--- config.mk ---
export PLATFORM = sky130hd
export DESIGN_NAME = vga_term_ctl
export DESIGN_NICKNAME = d
export VERILOG_FILES = /design/src/rtl/vga_term_pkg.sv /design/src/rtl/vga_flash_gen.sv /design/src/rtl/vga_term_ctl.sv
export SDC_FILE = /design/constraint.sdc
export NUM_CORES = 1
export LEC_CHECK = 0
export ABC_AREA = 1
export CORE_ASPECT_RATIO = 1.1
export CORE_UTILIZATION = 48
export DETAILED_ROUTE_END_ITERATION = 10
export PLACE_DENSITY = 0.79
export SYNTH_ARGS = -nofsm -noshare
export SYNTH_HDL_FRONTEND = slang
export SYNTH_SLANG_ARGS = --single-unit
--- constraint.sdc ---
create_clock -name wb_clk_i -period 2 [get_ports wb_clk_i]
set_input_delay 0.2 -clock wb_clk_i [delete_from_list [all_inputs] [get_ports wb_clk_i]]
set_output_delay 0.2 -clock wb_clk_i [all_outputs]
set_load 0.05 [all_outputs]
--- src/rtl/vga_term_pkg.sv ---
// Shared encodings for the text-terminal controller: opcodes, register map,
// CSR bit positions, engine FSM states and screen geometry.
package vga_term_pkg;

    typedef enum logic [1:0] {
        OP_CLEAR_SCREEN = 2'b00,
        OP_SCROLL       = 2'b01,
        OP_CLEAR_LINE   = 2'b10,
        OP_RESERVED     = 2'b11
    } op_e;

    localparam logic [1:0] REG_CSR    = 2'd0;
    localparam logic [1:0] REG_CURSOR = 2'd1;
    localparam logic [1:0] REG_FILL   = 2'd2;
    localparam logic [1:0] REG_LINE   = 2'd3;

    localparam int CSR_GO          = 0;
    localparam int CSR_OP_LO       = 1;
    localparam int CSR_CURSOR_ON   = 4;
    localparam int CSR_CURSOR_TYPE = 5;
    localparam int CSR_DONE        = 6;
    localparam int CSR_IE          = 7;
    localparam int CSR_BUSY        = 8;

    typedef enum logic [2:0] {
        ST_IDLE,
        ST_CPU,
        ST_E_RD,
        ST_E_WR,
        ST_FIN
    } state_e;

    localparam int SCREEN_WORDS = 1000;
    localparam int FIRST_WORD   = 40;
    localparam int LAST_WORD    = SCREEN_WORDS - 1;

endpackage

--- src/rtl/vga_flash_gen.sv ---
// Free-running divider producing the character flash square wave;
// the output toggles every FLASH_DIV clocks.
module vga_flash_gen #(
    parameter int FLASH_DIV = 25000000
) (
    input  logic clk,
    input  logic rst_n,
    output logic flash
);

    logic [24:0] cnt_reg;
    logic        flash_reg;

    always_ff @(posedge clk) begin
        if (!rst_n) begin
            cnt_reg   <= '0;
            flash_reg <= 1'b0;
        end else if (cnt_reg == 25'(FLASH_DIV - 1)) begin
            cnt_reg   <= '0;
            flash_reg <= ~flash_reg;
        end else begin
            cnt_reg <= cnt_reg + 25'd1;
        end
    end

    assign flash = flash_reg;

endmodule

--- src/rtl/vga_term_ctl.sv ---
// Terminal controller: arbitrates the VGA VRAM wishbone port between CPU
// pass-through and a fill/scroll engine, and holds cursor/flash state.
module vga_term_ctl
    import vga_term_pkg::*;
#(
    parameter int FLASH_DIV  = 25000000,
    parameter int LINE_WORDS = 40,
    parameter int LINES      = 25
) (
    input  logic        wb_clk_i,
    input  logic        wb_rst_n_i,
    input  logic [15:0] s_adr_i,
    input  logic [15:0] s_dat_i,
    output logic [15:0] s_dat_o,
    input  logic        s_cyc_i,
    input  logic        s_stb_i,
    input  logic        s_we_i,
    input  logic [1:0]  s_sel_i,
    output logic        s_ack_o,
    output logic [15:0] m_adr_o,
    output logic [15:0] m_dat_o,
    input  logic [15:0] m_dat_i,
    output logic        m_cyc_o,
    output logic        m_stb_o,
    output logic        m_we_o,
    output logic [1:0]  m_sel_o,
    input  logic        m_ack_i,
    output logic [12:0] cursor,
    output logic        cursor_on,
    output logic        cursor_type,
    output logic        flash,
    output logic        irq
);

    localparam logic [9:0] FIRST_W   = 10'(FIRST_WORD);
    localparam logic [9:0] LAST_W    = 10'(LAST_WORD);
    localparam logic [9:0] STRIDE    = 10'(LINE_WORDS);
    localparam logic [9:0] COPY_LAST = 10'(LAST_WORD - LINE_WORDS);

    state_e      state_reg;
    logic        reg_ack_reg;
    logic [15:0] reg_rdata_reg;
    op_e         op_reg;
    logic        cursor_on_reg, cursor_type_reg, done_reg, ie_reg, busy_reg;
    logic [12:0] cursor_reg;
    logic [15:0] fill_reg;
    logic [4:0]  line_reg;
    logic [9:0]  dst_reg, last_reg;
    logic        scroll_reg, empty_reg;
    logic [15:0] fill_run_reg, rd_data_reg;

    logic        vram_req, reg_cycle, reg_wr, csr_wr, start, done_clr;
    logic        line_ok, copy_phase, unused_line_msb;
    logic [1:0]  reg_off;
    logic [10:0] line_base;
    logic [15:0] csr_word, reg_word;

    assign vram_req  = s_cyc_i & s_stb_i & ~s_adr_i[12];
    // Register ack pulses one cycle after the request, then gaps a cycle.
    assign reg_cycle = s_cyc_i & s_stb_i & s_adr_i[12] & ~reg_ack_reg;
    assign reg_wr    = reg_cycle & s_we_i;
    assign reg_off   = s_adr_i[2:1];
    assign csr_wr    = reg_wr & (reg_off == REG_CSR) & s_sel_i[0];
    assign start     = csr_wr & s_dat_i[CSR_GO] & ~busy_reg
                       & (s_dat_i[2:1] != OP_RESERVED);
    assign done_clr  = csr_wr & s_dat_i[CSR_DONE];

    assign line_base       = 11'(line_reg) * 11'(LINE_WORDS);
    assign line_ok         = {27'd0, line_reg} < 32'(LINES);
    assign unused_line_msb = line_base[10];
    assign copy_phase      = scroll_reg & (dst_reg <= COPY_LAST);

    assign csr_word = {7'd0, busy_reg, ie_reg, done_reg, cursor_type_reg,
                       cursor_on_reg, 1'b0, op_reg, busy_reg};

    always_comb begin
        reg_word = csr_word;
        case (reg_off)
            REG_CURSOR: reg_word = {3'd0, cursor_reg};
            REG_FILL:   reg_word = fill_reg;
            REG_LINE:   reg_word = {11'd0, line_reg};
            default:    reg_word = csr_word;
        endcase
    end

    always_comb begin
        m_cyc_o = 1'b0;
        m_stb_o = 1'b0;
        m_we_o  = 1'b0;
        m_sel_o = 2'b00;
        m_adr_o = '0;
        m_dat_o = '0;
        case (state_reg)
            ST_CPU: begin
                m_cyc_o = 1'b1;
                m_stb_o = 1'b1;
                m_we_o  = s_we_i;
                m_sel_o = s_sel_i;
                m_adr_o = s_adr_i;
                m_dat_o = s_dat_i;
            end
            ST_E_RD: begin
                m_cyc_o = 1'b1;
                m_stb_o = 1'b1;
                m_sel_o = 2'b11;
                m_adr_o = {5'd0, dst_reg + STRIDE, 1'b0};
            end
            ST_E_WR: begin
                m_cyc_o = 1'b1;
                m_stb_o = 1'b1;
                m_we_o  = 1'b1;
                m_sel_o = 2'b11;
                m_adr_o = {5'd0, dst_reg, 1'b0};
                m_dat_o = copy_phase ? rd_data_reg : fill_run_reg;
            end
            default: ;
        endcase
    end

    assign s_ack_o = ((state_reg == ST_CPU) & m_ack_i) | reg_ack_reg;
    assign s_dat_o = (state_reg == ST_CPU) ? m_dat_i : reg_rdata_reg;

    always_ff @(posedge wb_clk_i) begin
        if (!wb_rst_n_i) begin
            state_reg       <= ST_IDLE;
            reg_ack_reg     <= 1'b0;
            reg_rdata_reg   <= '0;
            op_reg          <= OP_CLEAR_SCREEN;
            cursor_on_reg   <= 1'b0;
            cursor_type_reg <= 1'b0;
            done_reg        <= 1'b0;
            ie_reg          <= 1'b0;
            busy_reg        <= 1'b0;
            cursor_reg      <= '0;
            fill_reg        <= '0;
            line_reg        <= '0;
            dst_reg         <= '0;
            last_reg        <= '0;
            scroll_reg      <= 1'b0;
            empty_reg       <= 1'b0;
            fill_run_reg    <= '0;
            rd_data_reg     <= '0;
        end else begin
            reg_ack_reg <= reg_cycle;
            if (reg_cycle) reg_rdata_reg <= reg_word;

            if (reg_wr) begin
                case (reg_off)
                    REG_CSR: if (s_sel_i[0]) begin
                        cursor_on_reg   <= s_dat_i[CSR_CURSOR_ON];
                        cursor_type_reg <= s_dat_i[CSR_CURSOR_TYPE];
                        ie_reg          <= s_dat_i[CSR_IE];
                        if (!busy_reg) op_reg <= op_e'(s_dat_i[CSR_OP_LO +: 2]);
                    end
                    REG_CURSOR: begin
                        if (s_sel_i[0]) cursor_reg[7:0]  <= s_dat_i[7:0];
                        if (s_sel_i[1]) cursor_reg[12:8] <= s_dat_i[12:8];
                    end
                    REG_FILL: begin
                        if (s_sel_i[0]) fill_reg[7:0]  <= s_dat_i[7:0];
                        if (s_sel_i[1]) fill_reg[15:8] <= s_dat_i[15:8];
                    end
                    default: if (s_sel_i[0]) line_reg <= s_dat_i[4:0];
                endcase
            end

            if (state_reg == ST_FIN) done_reg <= 1'b1;
            else if (done_clr)       done_reg <= 1'b0;

            if (start) begin
                busy_reg     <= 1'b1;
                fill_run_reg <= fill_reg;
                scroll_reg   <= (s_dat_i[2:1] == OP_SCROLL);
                empty_reg    <= 1'b0;
                dst_reg      <= FIRST_W;
                last_reg     <= LAST_W;
                // Out-of-range line: run straight to FIN with no bus cycles.
                if (s_dat_i[2:1] == OP_CLEAR_LINE) begin
                    if (line_ok) begin
                        dst_reg  <= line_base[9:0];
                        last_reg <= line_base[9:0] + STRIDE - 10'd1;
                    end else begin
                        empty_reg <= 1'b1;
                    end
                end
            end

            case (state_reg)
                ST_IDLE: begin
                    if (vram_req)        state_reg <= ST_CPU;
                    else if (busy_reg) begin
                        if (empty_reg)       state_reg <= ST_FIN;
                        else if (copy_phase) state_reg <= ST_E_RD;
                        else                 state_reg <= ST_E_WR;
                    end
                end
                ST_CPU: if (m_ack_i) state_reg <= ST_IDLE;
                ST_E_RD: if (m_ack_i) begin
                    rd_data_reg <= m_dat_i;
                    state_reg   <= ST_E_WR;
                end
                ST_E_WR: if (m_ack_i) begin
                    if (dst_reg == last_reg) begin
                        state_reg <= ST_FIN;
                    end else begin
                        dst_reg   <= dst_reg + 10'd1;
                        state_reg <= ST_IDLE;
                    end
                end
                ST_FIN: begin
                    busy_reg  <= 1'b0;
                    state_reg <= ST_IDLE;
                end
                default: state_reg <= ST_IDLE;
            endcase
        end
    end

    assign cursor      = cursor_reg;
    assign cursor_on   = cursor_on_reg;
    assign cursor_type = cursor_type_reg;
    assign irq         = done_reg & ie_reg;

    vga_flash_gen #(.FLASH_DIV(FLASH_DIV)) u_flash (
        .clk   (wb_clk_i),
        .rst_n (wb_rst_n_i),
        .flash (flash)
    );

endmodule

==> results.json, run 1 <==
{
  "place.detailed.hpwl_um": 16350,
  "synthXorXnorAreaFrac_pct": 2.129,
  "firstDrtPassIters": 10,
  "fin_skew_ns": 0.008384,
  "initial_core_util_pct": 49.19,
  "r2r_start": "line_reg[3]",
  "drive_above_1_share_pct": 19.53,
  "max_clock_freq_mhz": 488.7,
  "clock-root-buffer": "clkbuf_16",
  "synth_top_family_by_area": "simple AND/OR/NAND/NOR gates",
  "synthCells": 1062,
  "setup_ws_ns": -0.04610,
  "grt_pass1_vias": 7752,
  "drt-initial-drc-count": 944,
  "die_w_um": 120.4,
  "synthSimpleGateAreaFrac_pct": 26.47,
  "synth_nets": 1129,
  "violations": "negative setup slack",
  "synthArstFlopShare_pct": 0,
  "largest_reg_flops": 25,
  "wl_per_cell_um": 17.26,
  "portBuffers": 126,
  "synth.yosys.warnings": 0,
  "rsz0062_at_grt": "true",
  "hp-class": "in -> reg",
  "syn_area_sq_um": 7406,
  "cts_tree": "done",
  "status": "finished, violations left",
  "maxCapViolCount": 0,
  "synth-main-ff-cell": "dfxtp_1",
  "pin_count": 127,
  "nets": 1293,
  "r2r_slack_ns": 0.09,
  "synth-compound-area-share_pct": 18.67,
  "cp-end-kind": "primary output",
  "hold_path_end": "u_flash.flash",
  "grt_pass1_wl_um": 38540,
  "clk_latency_ns": 0.42,
  "grt_max_degree": 91,
  "vias": 8136,
  "whs_ns": 0.08205,
  "mostFrequentLayoutCell": "nand2_1",
  "clkSlewWorstSetupHoldPaths_ns": 0.06,
  "dieArea_sq_um": 15930,
  "cts_num_sinks": 139,
  "cp.required_ns": 1.80,
  "min_period_ns": 2.046,
  "gp_congestion": 0.9291,
  "tns_ns": -0.1230,
  "r2r_end": "last_reg[9]",
  "hp-start": "wb_rst_n_i",
  "worstSetupPathType": "reg -> out",
  "grtUsageTotal_pct": 30.60,
  "synth_cell_types": 43,
  "dp.cells": 1381,
  "holdPathStages": 3,
  "mostFrequentLayoutCells": "nand2_1 (169), inv_1 (133), dfxtp_1 (132), nor2_1 (113), a21oi_1 (112)",
  "peakVddDrop_mv": 0.9967,
  "worstMarginPinSlew_ns": 0.8144,
  "die_h_um": 132.3,
  "dp_slack_ns": -0.04632,
  "vias_per_cell": 5.670,
  "startpoint_type": "register",
  "route.detailed.drc": 0,
  "setup_viol": 8,
  "drt_wl_total_um": 24780,
  "drv_slew": 0,
  "ant_nets": 0,
  "synth_seq_area_share_pct": 37.57,
  "clockBufferDepth": 2,
  "cp.arrival_ns": 1.85,
  "numCtsBuffers": 17,
  "synth_adder_area_share_pct": 1.960,
  "area_delta_synth_final_pct": 44.06,
  "syn_avg_cell_area_sq_um": 6.973,
  "slew_headroom_pct": 45.70,
  "crit_path_max_fanout": 8,
  "insertedDiodeCount": 0,
  "core-area_sq_um": 15050,
  "timing_hold_violations_final": 0,
  "antenna_found_initial": 0,
  "htree_levels": 4,
  "p_leak_uw": 0.004311,
  "stdcell_count": 1435,
  "overflow": 0,
  "final.period_utilization_pct": 102.3,
  "rows": 47,
  "yosys-mux-area-fraction_pct": 2.129,
  "reg2reg_depth": 9,
  "synth-edff-count": 0,
  "ys_seq_elements": 139,
  "powerDensity_nw_per_um2": 1042,
  "post-route-util_pct": 70.87
}
kinds of logic after synthesis:
group                      after synthesis
AOI/OAI and AO/OA                      262
xor gates and xnor gates                18
adders and majority gates               11
buffers and inverters                  189
DFF                                    139
muxes                                   14
and+or+nand+nor                        429
final cells by class:
class / count / area (sq um)
Fill cell: 1091 / 4385
Multi-Input combinational cell: 734 / 4004
Inverter: 143 / 543.0
Tap cell: 196 / 245.2
Timing Repair Buffer: 191 / 2440
Clock inverter: 11 / 180.2
Clock buffer: 21 / 460.4
Sequential cell: 139 / 2796
metal layers:
metal / vias up / GRT usage, % / share of wire [%]
li1: 3824 / - / -
met1: 3728 / 36.91 / 38
met2: 479 / 52.33 / 49
met3: 105 / 5.796 / 8.8
met4: 0 / 13.99 / 4.0
met5: - / 0 / 0
worst max-delay path: stages (launching register included):
cell and delay [ns]:
dfxtp_2 0.33, nand2_2 0.06, inv_2 0.07, nand2_4 0.06, o21ai_4 0.19, buf_6 0.14, buf_12 0.13, a21oi_1 0.07
o21ai_1 0.08, nand2_1 0.12, buf_12 0.17
power by group:
part / switching (uW) / internal (uW)
clock network: 1290 / 2180
logic: 2680 / 1980
registers: 101 / 2890
synth_stat cells (2+ instances only):
library cell  instances  share of area [%]
nand2_1             174                8.8
dfxtp_1             139                 38
inv_1               135                6.8
a21oi_1             121                8.2
nor2_1              115                5.8
o21ai_0             113                7.6
nand3_1              79                5.3
nor3_1               19                1.3
buf_2                14               0.95
clkbuf_1             14               0.71
mux2_2               14                2.1
nand4_1              11               0.93
xor2_1               11                1.3
ha_1                 10                1.7
buf_6                 9                1.4
inv_2                 7               0.35
xnor2_1               7               0.83
buf_4                 6               0.61
nand3b_1              6               0.61
o211ai_1              6               0.61
o22ai_1               6               0.51
nand2_4               5               0.76
nor2_4                5               0.76
a31oi_1               4               0.34
o31ai_1               4               0.41
buf_1                 3               0.15
nand2_2               3               0.25
or2_2                 3               0.25
a221oi_1              2               0.24
nand4_2               2               0.34
nor2_8                2               0.54
o221ai_1              2               0.24
worst max path at each step:
stage / startpoint / endpoint / slack (ns) / cells past startpoint
after floorplan: state_reg[0] / m_dat_o[0] / -0.24 / 5
after global placement: s_cyc_i / cursor[5] / 0.03 / 8
after detailed placement: s_cyc_i / cursor[6] / -0.05 / 8
after CTS: dst_reg[7] / m_dat_o[1] / -0.05 / 10
after global routing: dst_reg[8] / m_dat_o[7] / -0.12 / 10
final: dst_reg[8] / m_dat_o[7] / -0.05 / 10
stage by stage:
step / total power [uW] / instance area (sq um)
after CTS: 10920 / 10490
after global routing: 11380 / 10670
after detailed placement: 7376 / 9590
after floorplan: 5271 / 7431
final: 11120 / 10670
after global placement: 7346 / 9590
what timing repair did:
action                     in CTS  in global routing
resized for setup              50                 34
hold buffers                    0                  0
pin swaps                      17                 12
buffers inserted               11                 10
setup endpoints to repair      45                 47
cloned                          3                  1
Power figures use the tool's default switching activity.
==> run 2: changes to the inputs <==
Settings changed: CTS_CLUSTER_DIAMETER from default to 80.
==> results of run 2 <==
Same layout as run 1: the final DEF is identical, and so are final timing and power.
